## config.mk

```make
export PLATFORM = sky130hd
export DESIGN_NAME = regfile_fall_flat
export DESIGN_NICKNAME = d
export VERILOG_FILES = /design/src/rtl/regfile_fall_pkg.sv /design/src/rtl/regfile_fall_if.sv /design/src/rtl/regfile_entry.sv /design/src/rtl/regfile_fall.sv /design/src/flat_wrapper.sv
export SDC_FILE = /design/constraint.sdc
export NUM_CORES = 2
export LEC_CHECK = 0
export BUFFER_PORTS_ARGS = -buffer_cell sky130_fd_sc_hd__buf_4
export CORE_MARGIN = 4
export CORE_UTILIZATION = 55
export CTS_BUF_LIST = sky130_fd_sc_hd__clkbuf_16
export CTS_CLUSTER_DIAMETER = 150
export DETAILED_ROUTE_END_ITERATION = 6
export PLACE_DENSITY = 0.71
export SLEW_MARGIN = 10
export SYNTH_ARGS = -nofsm -noshare
export SYNTH_HDL_FRONTEND = slang
export SYNTH_SLANG_ARGS = --single-unit
```

## constraint.sdc

```tcl
create_clock -name clk -period 9.8 [get_ports clk]
set_clock_uncertainty 0.05 [all_clocks]
set_input_delay 2.45 -clock clk [delete_from_list [all_inputs] [get_ports clk]]
set_output_delay 2.45 -clock clk [all_outputs]
set_load 0.05 [all_outputs]
```

## src/rtl/regfile_fall_pkg.sv

```systemverilog
// Shared defaults for the falling-edge register file with pending scoreboard.
package regfile_fall_pkg;
   localparam int DATA_W_DEF = 32;
   localparam int ADDR_W_DEF = 5;
   localparam int ZERO_IDX   = 0;
endpackage

```

## src/rtl/regfile_fall_if.sv

```systemverilog
// Write, issue and dual read bus for regfile_fall.
interface regfile_fall_if
   import regfile_fall_pkg::*;
#(
   parameter int DATA_W = DATA_W_DEF,
   parameter int ADDR_W = ADDR_W_DEF
);
   logic              we;
   logic [ADDR_W-1:0] waddr;
   logic [DATA_W-1:0] wdata;
   logic              iss;
   logic [ADDR_W-1:0] iss_addr;
   logic [ADDR_W-1:0] raddr_a;
   logic [ADDR_W-1:0] raddr_b;
   logic [DATA_W-1:0] rdata_a;
   logic [DATA_W-1:0] rdata_b;
   logic              busy_a;
   logic              busy_b;
   logic              hazard;

   modport master (
      output we, waddr, wdata, iss, iss_addr, raddr_a, raddr_b,
      input  rdata_a, rdata_b, busy_a, busy_b, hazard
   );

   modport slave (
      input  we, waddr, wdata, iss, iss_addr, raddr_a, raddr_b,
      output rdata_a, rdata_b, busy_a, busy_b, hazard
   );
endinterface

```

## src/rtl/regfile_entry.sv

```systemverilog
// One register plus its pending bit; falling-edge state, async active-low clear.
module regfile_entry #(
   parameter int DATA_W = 32
) (
   input  logic              clk,
   input  logic              clr,
   input  logic              wr_en,
   input  logic              iss_en,
   input  logic [DATA_W-1:0] wdata,
   output logic [DATA_W-1:0] data,
   output logic              pend
);

   always_ff @(negedge clk or negedge clr) begin
      if (!clr) begin
         data <= '0;
         pend <= 1'b0;
      end else begin
         if (wr_en)
            data <= wdata;
         // a new issue to the same index outranks the retiring writeback
         if (iss_en)
            pend <= 1'b1;
         else if (wr_en)
            pend <= 1'b0;
      end
   end

endmodule

```

## src/rtl/regfile_fall.sv

```systemverilog
// Register file with per-register pending bits; writes on the falling edge,
// reads combinational so rising-edge logic sees the new value in the same cycle.
module regfile_fall
   import regfile_fall_pkg::*;
#(
   parameter int DATA_W = DATA_W_DEF,
   parameter int ADDR_W = ADDR_W_DEF
) (
   input  logic           clk,
   input  logic           clr,
   regfile_fall_if.slave  bus
);

   localparam int NREG = 2 ** ADDR_W;

   logic [NREG-1:ZERO_IDX+1] wr_dec;
   logic [NREG-1:ZERO_IDX+1] iss_dec;
   logic [DATA_W-1:0]        data [NREG];
   logic                     pend [NREG];

   always_comb begin
      wr_dec  = '0;
      iss_dec = '0;
      for (int i = ZERO_IDX + 1; i < NREG; i++) begin
         wr_dec[i]  = bus.we  && (bus.waddr    == ADDR_W'(i));
         iss_dec[i] = bus.iss && (bus.iss_addr == ADDR_W'(i));
      end
   end

   // index zero has no storage: constant zero, never pending
   assign data[ZERO_IDX] = '0;
   assign pend[ZERO_IDX] = 1'b0;

   for (genvar g = ZERO_IDX + 1; g < NREG; g++) begin : g_reg
      regfile_entry #(.DATA_W(DATA_W)) u_entry (
         .clk    (clk),
         .clr    (clr),
         .wr_en  (wr_dec[g]),
         .iss_en (iss_dec[g]),
         .wdata  (bus.wdata),
         .data   (data[g]),
         .pend   (pend[g])
      );
   end

   assign bus.rdata_a = data[bus.raddr_a];
   assign bus.rdata_b = data[bus.raddr_b];
   assign bus.busy_a  = pend[bus.raddr_a];
   assign bus.busy_b  = pend[bus.raddr_b];
   assign bus.hazard  = bus.busy_a | bus.busy_b;

endmodule

```

## src/flat_wrapper.sv

```systemverilog
// flat-port wrapper written by rule: the top's interface ports become plain ports
module regfile_fall_flat import regfile_fall_pkg::*;
#(
   parameter int DATA_W = DATA_W_DEF,
   parameter int ADDR_W = ADDR_W_DEF
)
  (clk, clr, bus_we, bus_waddr, bus_wdata, bus_iss, bus_iss_addr, bus_raddr_a, bus_raddr_b, bus_rdata_a, bus_rdata_b, bus_busy_a, bus_busy_b, bus_hazard);
  regfile_fall_if #(.DATA_W(DATA_W), .ADDR_W(ADDR_W)) bus_i ();
  input  logic clk;
  input  logic clr;
  input wire logic [$bits(bus_i.we)-1:0] bus_we;
  input wire logic [$bits(bus_i.waddr)-1:0] bus_waddr;
  input wire logic [$bits(bus_i.wdata)-1:0] bus_wdata;
  input wire logic [$bits(bus_i.iss)-1:0] bus_iss;
  input wire logic [$bits(bus_i.iss_addr)-1:0] bus_iss_addr;
  input wire logic [$bits(bus_i.raddr_a)-1:0] bus_raddr_a;
  input wire logic [$bits(bus_i.raddr_b)-1:0] bus_raddr_b;
  output wire logic [$bits(bus_i.rdata_a)-1:0] bus_rdata_a;
  output wire logic [$bits(bus_i.rdata_b)-1:0] bus_rdata_b;
  output wire logic [$bits(bus_i.busy_a)-1:0] bus_busy_a;
  output wire logic [$bits(bus_i.busy_b)-1:0] bus_busy_b;
  output wire logic [$bits(bus_i.hazard)-1:0] bus_hazard;
  assign bus_i.we = bus_we;
  assign bus_i.waddr = bus_waddr;
  assign bus_i.wdata = bus_wdata;
  assign bus_i.iss = bus_iss;
  assign bus_i.iss_addr = bus_iss_addr;
  assign bus_i.raddr_a = bus_raddr_a;
  assign bus_i.raddr_b = bus_raddr_b;
  assign bus_rdata_a = bus_i.rdata_a;
  assign bus_rdata_b = bus_i.rdata_b;
  assign bus_busy_a = bus_i.busy_a;
  assign bus_busy_b = bus_i.busy_b;
  assign bus_hazard = bus_i.hazard;
  regfile_fall #(.DATA_W(DATA_W), .ADDR_W(ADDR_W)) u_core (.clk(clk), .clr(clr), .bus(bus_i));
endmodule
```

-- Word level (Yosys, flattened, before mapping)
Cells that the tools add are included.
- register bits: 1023
- input bits: 56
- output and inout bits: 67
- word-level logic and storage cells: 296
- magnitude comparators: 2
- eq/ne operators: 62
- mux-type cells: 74
- bitwise gates (word level): 3
- reduce and logical (&&, ||, !) cells: 93
- operators by type and width (cell ; number):
    $bmux 32 s5 ; 2
    $eq 5x5->1 const B ; 32
    $mux 32 ; 4
    $eq 5x4->1 const B ; 16
    $mux 1 ; 66
    $logic_and 1x1->1 ; 62
    $reduce_bool 2->1 ; 31
    $eq 5x3->1 const B ; 8
    $eq 5x2->1 const B ; 4
    $ge 6x6->1 const B ; 2
    $not 5->6 ; 2
    $bmux 1 s5 ; 2
    $eq 5x1->1 const B ; 2
    $or 1x1->1 ; 1

-- Depth between registers and ports, before layout
- depth in word-level cells: 5
- depth in mapped cells: 9
- gate-level depth less buffers: 5

-- Modules after synthesis
From an unflattened synthesis, not the netlist that was laid out.
- cell total of the unflattened synthesis: 3427
- area, all modules: 59754.8 um^2
- by module, submodules not included (module ; instances ; cells an instance ; area an instance (um^2) ; seq. area each (um^2)):
    regfile_entry ; 31 ; 71 ; 1377.6 ; 825.8
    regfile_fall ; 1 ; 1226 ; 17050.1 ; 0.0

==> results.json <==
{
  "timing.setup.critical_path_class": "reg2out",
  "synthesis.instances": 3461,
  "critPathMaxFanout": 3,
  "yosys-top-cells-area": "sky130_fd_sc_hd__dfrtn_1 47%, sky130_fd_sc_hd__mux2_2 22%, sky130_fd_sc_hd__mux4_2 22%",
  "ant_nets": 0,
  "max-cap-violations": 0,
  "grt_overflow_total": 0,
  "dp_hpwl_um": 94100,
  "design.core.area_mm2": 0.0987,
  "vias": 34400,
  "async_flop_share_pct": 100,
  "crit_start": "u_core.g_reg[26].u_entry.pend",
  "worstHoldPathType": "reg2reg",
  "combinationalPowerShare_pct": 22.5,
  "post_drt_via_cell_ratio": 7.13,
  "power.density_cell_area_mw_per_mm2": 213,
  "initialDrtViolationCount": 3597,
  "ir_drop_mv": 0.138,
  "power.static_leakage_nw": 26.6,
  "post_synth_edffs": 0,
  "synth_top_family_by_area": "multiplexers",
  "drt_drc_violations_left": 0,
  "syn-cell-area_mm2": 0.0548,
  "timing.critical_path.to": "bus_hazard",
  "h-tree-depth": 3,
  "xor_xnor_share_of_the_synthesized_area_pct": 0,
  "clk_latency_ns": 0.66,
  "buffer_ports.inserted": 122,
  "clock_path_buffers": 3,
  "initial_core_util_pct": 55.6,
  "yosys_most_used_dff": "sky130_fd_sc_hd__dfrtn_1",
  "clkTransAtPathRegs_ns": 0.04,
  "worstPathRequired_ns": 7.30,
  "synth-compound-area-share_pct": 3.39,
  "synthDominantAreaCellType": "sky130_fd_sc_hd__dfrtn_1",
  "track_usage_pct": 32.0,
  "die_w_um": 324,
  "ys_seq_area_share_pct": 46.7,
  "grt_first_pass_wirelength_um": 246000,
  "timing.final.hold_violations": 0,
  "gp_congestion": 0.823,
  "switching_share_pct": 27.9,
  "ios": 123,
  "setup_viol_count_final": 7,
  "grt_antenna_before_repair": 2,
  "routed_wirelength_um": 165000,
  "drt_pass1_iterations": 6,
  "timing.rr.end": "u_core.g_reg[7].u_entry.data[4]",
  "final_design_area_no_fill_mm2": 0.0616,
  "synthesis.yosys.warnings": 0,
  "clock-root-buffer": "sky130_fd_sc_hd__clkbuf_16",
  "netlist.area_leader.share_pct": 46.7,
  "power_report.internal_total_mw": 9.47,
  "cts_bufs_inserted": 113,
  "grt_pass1_vias": 37200,
  "rsz0062_at_grt": "yes",
  "status": "finished, violations left",
  "muxShareOfSynthArea_pct": 45.7,
  "failed_checks": "negative setup slack",
  "synth_adder_area_share_pct": 0,
  "core.rowCount": 115,
  "synth-seq-cells": 1023,
  "synthTopCellsByCount": "1061 x sky130_fd_sc_hd__mux2_2, 1023 x sky130_fd_sc_hd__dfrtn_1, 525 x sky130_fd_sc_hd__mux4_2, 190 x sky130_fd_sc_hd__clkbuf_1, 131 x sky130_fd_sc_hd__mux2i_1",
  "avgRoutedWirePerCell_um": 34.1,
  "post-route-worst-setup-slack_ns": -0.289,
  "synth_most_common_cell": "sky130_fd_sc_hd__mux2_2",
  "yosys.area_share.simple_pct": 0.835,
  "die_h_um": 324,
  "cts_num_sinks": 1023,
  "grt_start_max_net_pins": 114,
  "post_route_cells_drive_above_1_share_pct": 58.3,
  "dp_slack_ns": 0.342,
  "max_slew.worst_pin.slew_ns": 1.24,
  "sequentialPowerShare_pct": 43.9,
  "crit_chain": "mux4_2, mux2i_1, o21ai_1, or3_4, or2_4, buf_6",
  "synth_cell_type_count": 40,
  "slowest_delay_ns": 0.51,
  "r2r.worst_path.cells": 2,
  "critPathCaptureType": "output port",
  "crit_path_max_delay_cell_type": "sky130_fd_sc_hd__mux4_2",
  "timing.final.max_slew_violations": 0,
  "maxSlewHeadroom_pct": 17.2,
  "overall_power_consumption_mw": 13.1,
  "placed_area_mm2": 0.0573,
  "design.final.nets": 3498,
  "rr_startpoint": "u_core.g_reg[7].u_entry.data[4]",
  "die_area_mm2": 0.105,
  "netSwitchingPower_mw": 3.66,
  "hold_ws_ns": 0.417,
  "syn_to_layout_area_delta_pct": 12.3,
  "synth_area_per_cell_um2": 15.8,
  "timing.reg2reg.setup_slack_ns": 8.84,
  "clock_share_of_power_pct": 33.5,
  "crit_arrival_ns": 7.59,
  "cts_tree": "yes",
  "cp-start-kind": "flop",
  "synthesis.nets": 3517
}
-- cell usage in the layout (no fill, tap or decap), drive strengths merged, types with 3 or more instances in the layout --
cell type / n
o21ai: 24
o31ai: 5
or2: 4
nor2b: 12
a32o: 4
nand2: 21
buf: 248
nor2: 19
clkbuf: 116
inv: 26
clkinvlp: 5
a22oi: 65
dfrtn: 1023
o21a: 64
nand2b: 8
nor3: 6
a221oi: 3
bufinv: 17
a22o: 72
clkinv: 53
mux2i: 131
mux2: 1061
mux4: 525
nand3: 4
-- per-stage QoR --
stage	TNS (ns)	instances	util [%]
final	-0.673	4825	62.4
after global routing	-1.34	4824	62.4
after CTS	-0.695	4817	62.2
after detailed placement	0	4606	58.1
after global placement	0	4606	58.1
after floorplan	0	3461	-
-- layout make-up --
| class | instances | area (um2) |
|---|---|---|
| clock inverters | 93 | 913 |
| inverters | 8 | 30.0 |
| repair buffers | 248 | 2790 |
| clock buffers | 116 | 2900 |
| flip-flops and latches | 1023 | 25600 |
| multi-input cells | 2048 | 27700 |
| fillers | 7009 | 37100 |
| diodes | 2 | 5.00 |
| well taps | 1287 | 1610 |
-- cells by family (layout without fill, tap and decap cells) --
kind of cell	after synthesis	after routing
AOI/OAI and AO/OA	242	242
buffers and inverters	390	465
DFF	1023	1023
muxes	1717	1717
other	0	2
and+or+nand+nor	89	89
-- worst min-delay path by stage --
| stage | start | to | depth (start not counted) |
|---|---|---|---|
| finish | u_core.g_reg[10].u_entry.data[28] | u_core.g_reg[10].u_entry.data[28] | 1 |
| global route | u_core.g_reg[18].u_entry.data[6] | u_core.g_reg[18].u_entry.data[6] | 1 |
| CTS | u_core.g_reg[18].u_entry.data[19] | u_core.g_reg[18].u_entry.data[19] | 1 |
| detailed placement | u_core.g_reg[18].u_entry.data[19] | u_core.g_reg[18].u_entry.data[19] | 1 |
| global placement | u_core.g_reg[18].u_entry.pend | u_core.g_reg[18].u_entry.pend | 2 |
| floorplan | u_core.g_reg[12].u_entry.pend | u_core.g_reg[12].u_entry.pend | 2 |
-- repair_timing --
item                                    4_1_cts  5_1_grt
hold buffers                                  0        0
gates cloned                                  0        0
buffers inserted                              2        6
pin swaps                                     0        1
endpoints found under the setup margin       33       51
resized for setup                            63       32
-- worst max-delay path, delay by kind of cell, from the launching register on --
family | cells | cell delay [ns]
muxes | 2 | 0.72
and+or+nand+nor | 2 | 0.69
buffers and inverters | 1 | 0.16
DFF | 1 | 0.38
AOI/OAI and AO/OA | 1 | 0.10
-- registers in the layout, summed over array words and instances (netlist names) --
| register | count |
|---|---|
| u_core.g.u_entry.pend | 31 |
| u_core.g.u_entry.data | 992 |
-- power by group through the flow --
stage / Clock [mW] / Sequential [mW] / Combinational, mW
3_5_place_dp: 0 / 5.80 / 2.87
4_1_cts: 4.45 / 5.74 / 2.94
2_1_floorplan: 0 / 5.57 / 2.25
3_3_place_gp: 0 / 5.66 / 2.77
5_1_grt: 4.64 / 5.85 / 3.15
6_report: 4.40 / 5.77 / 2.96
-- routing by layer --
layer / wire length [um] / track usage, % / vias up
met5: 0 / 0 / -
met4: 7940 / 14.4 / 0
met3: 13300 / 6.26 / 463
met2: 78800 / 50.7 / 1687
met1: 64700 / 43.4 / 18700
li1: - / - / 13500
No activity file was read; power rests on OpenSTA's default activity.
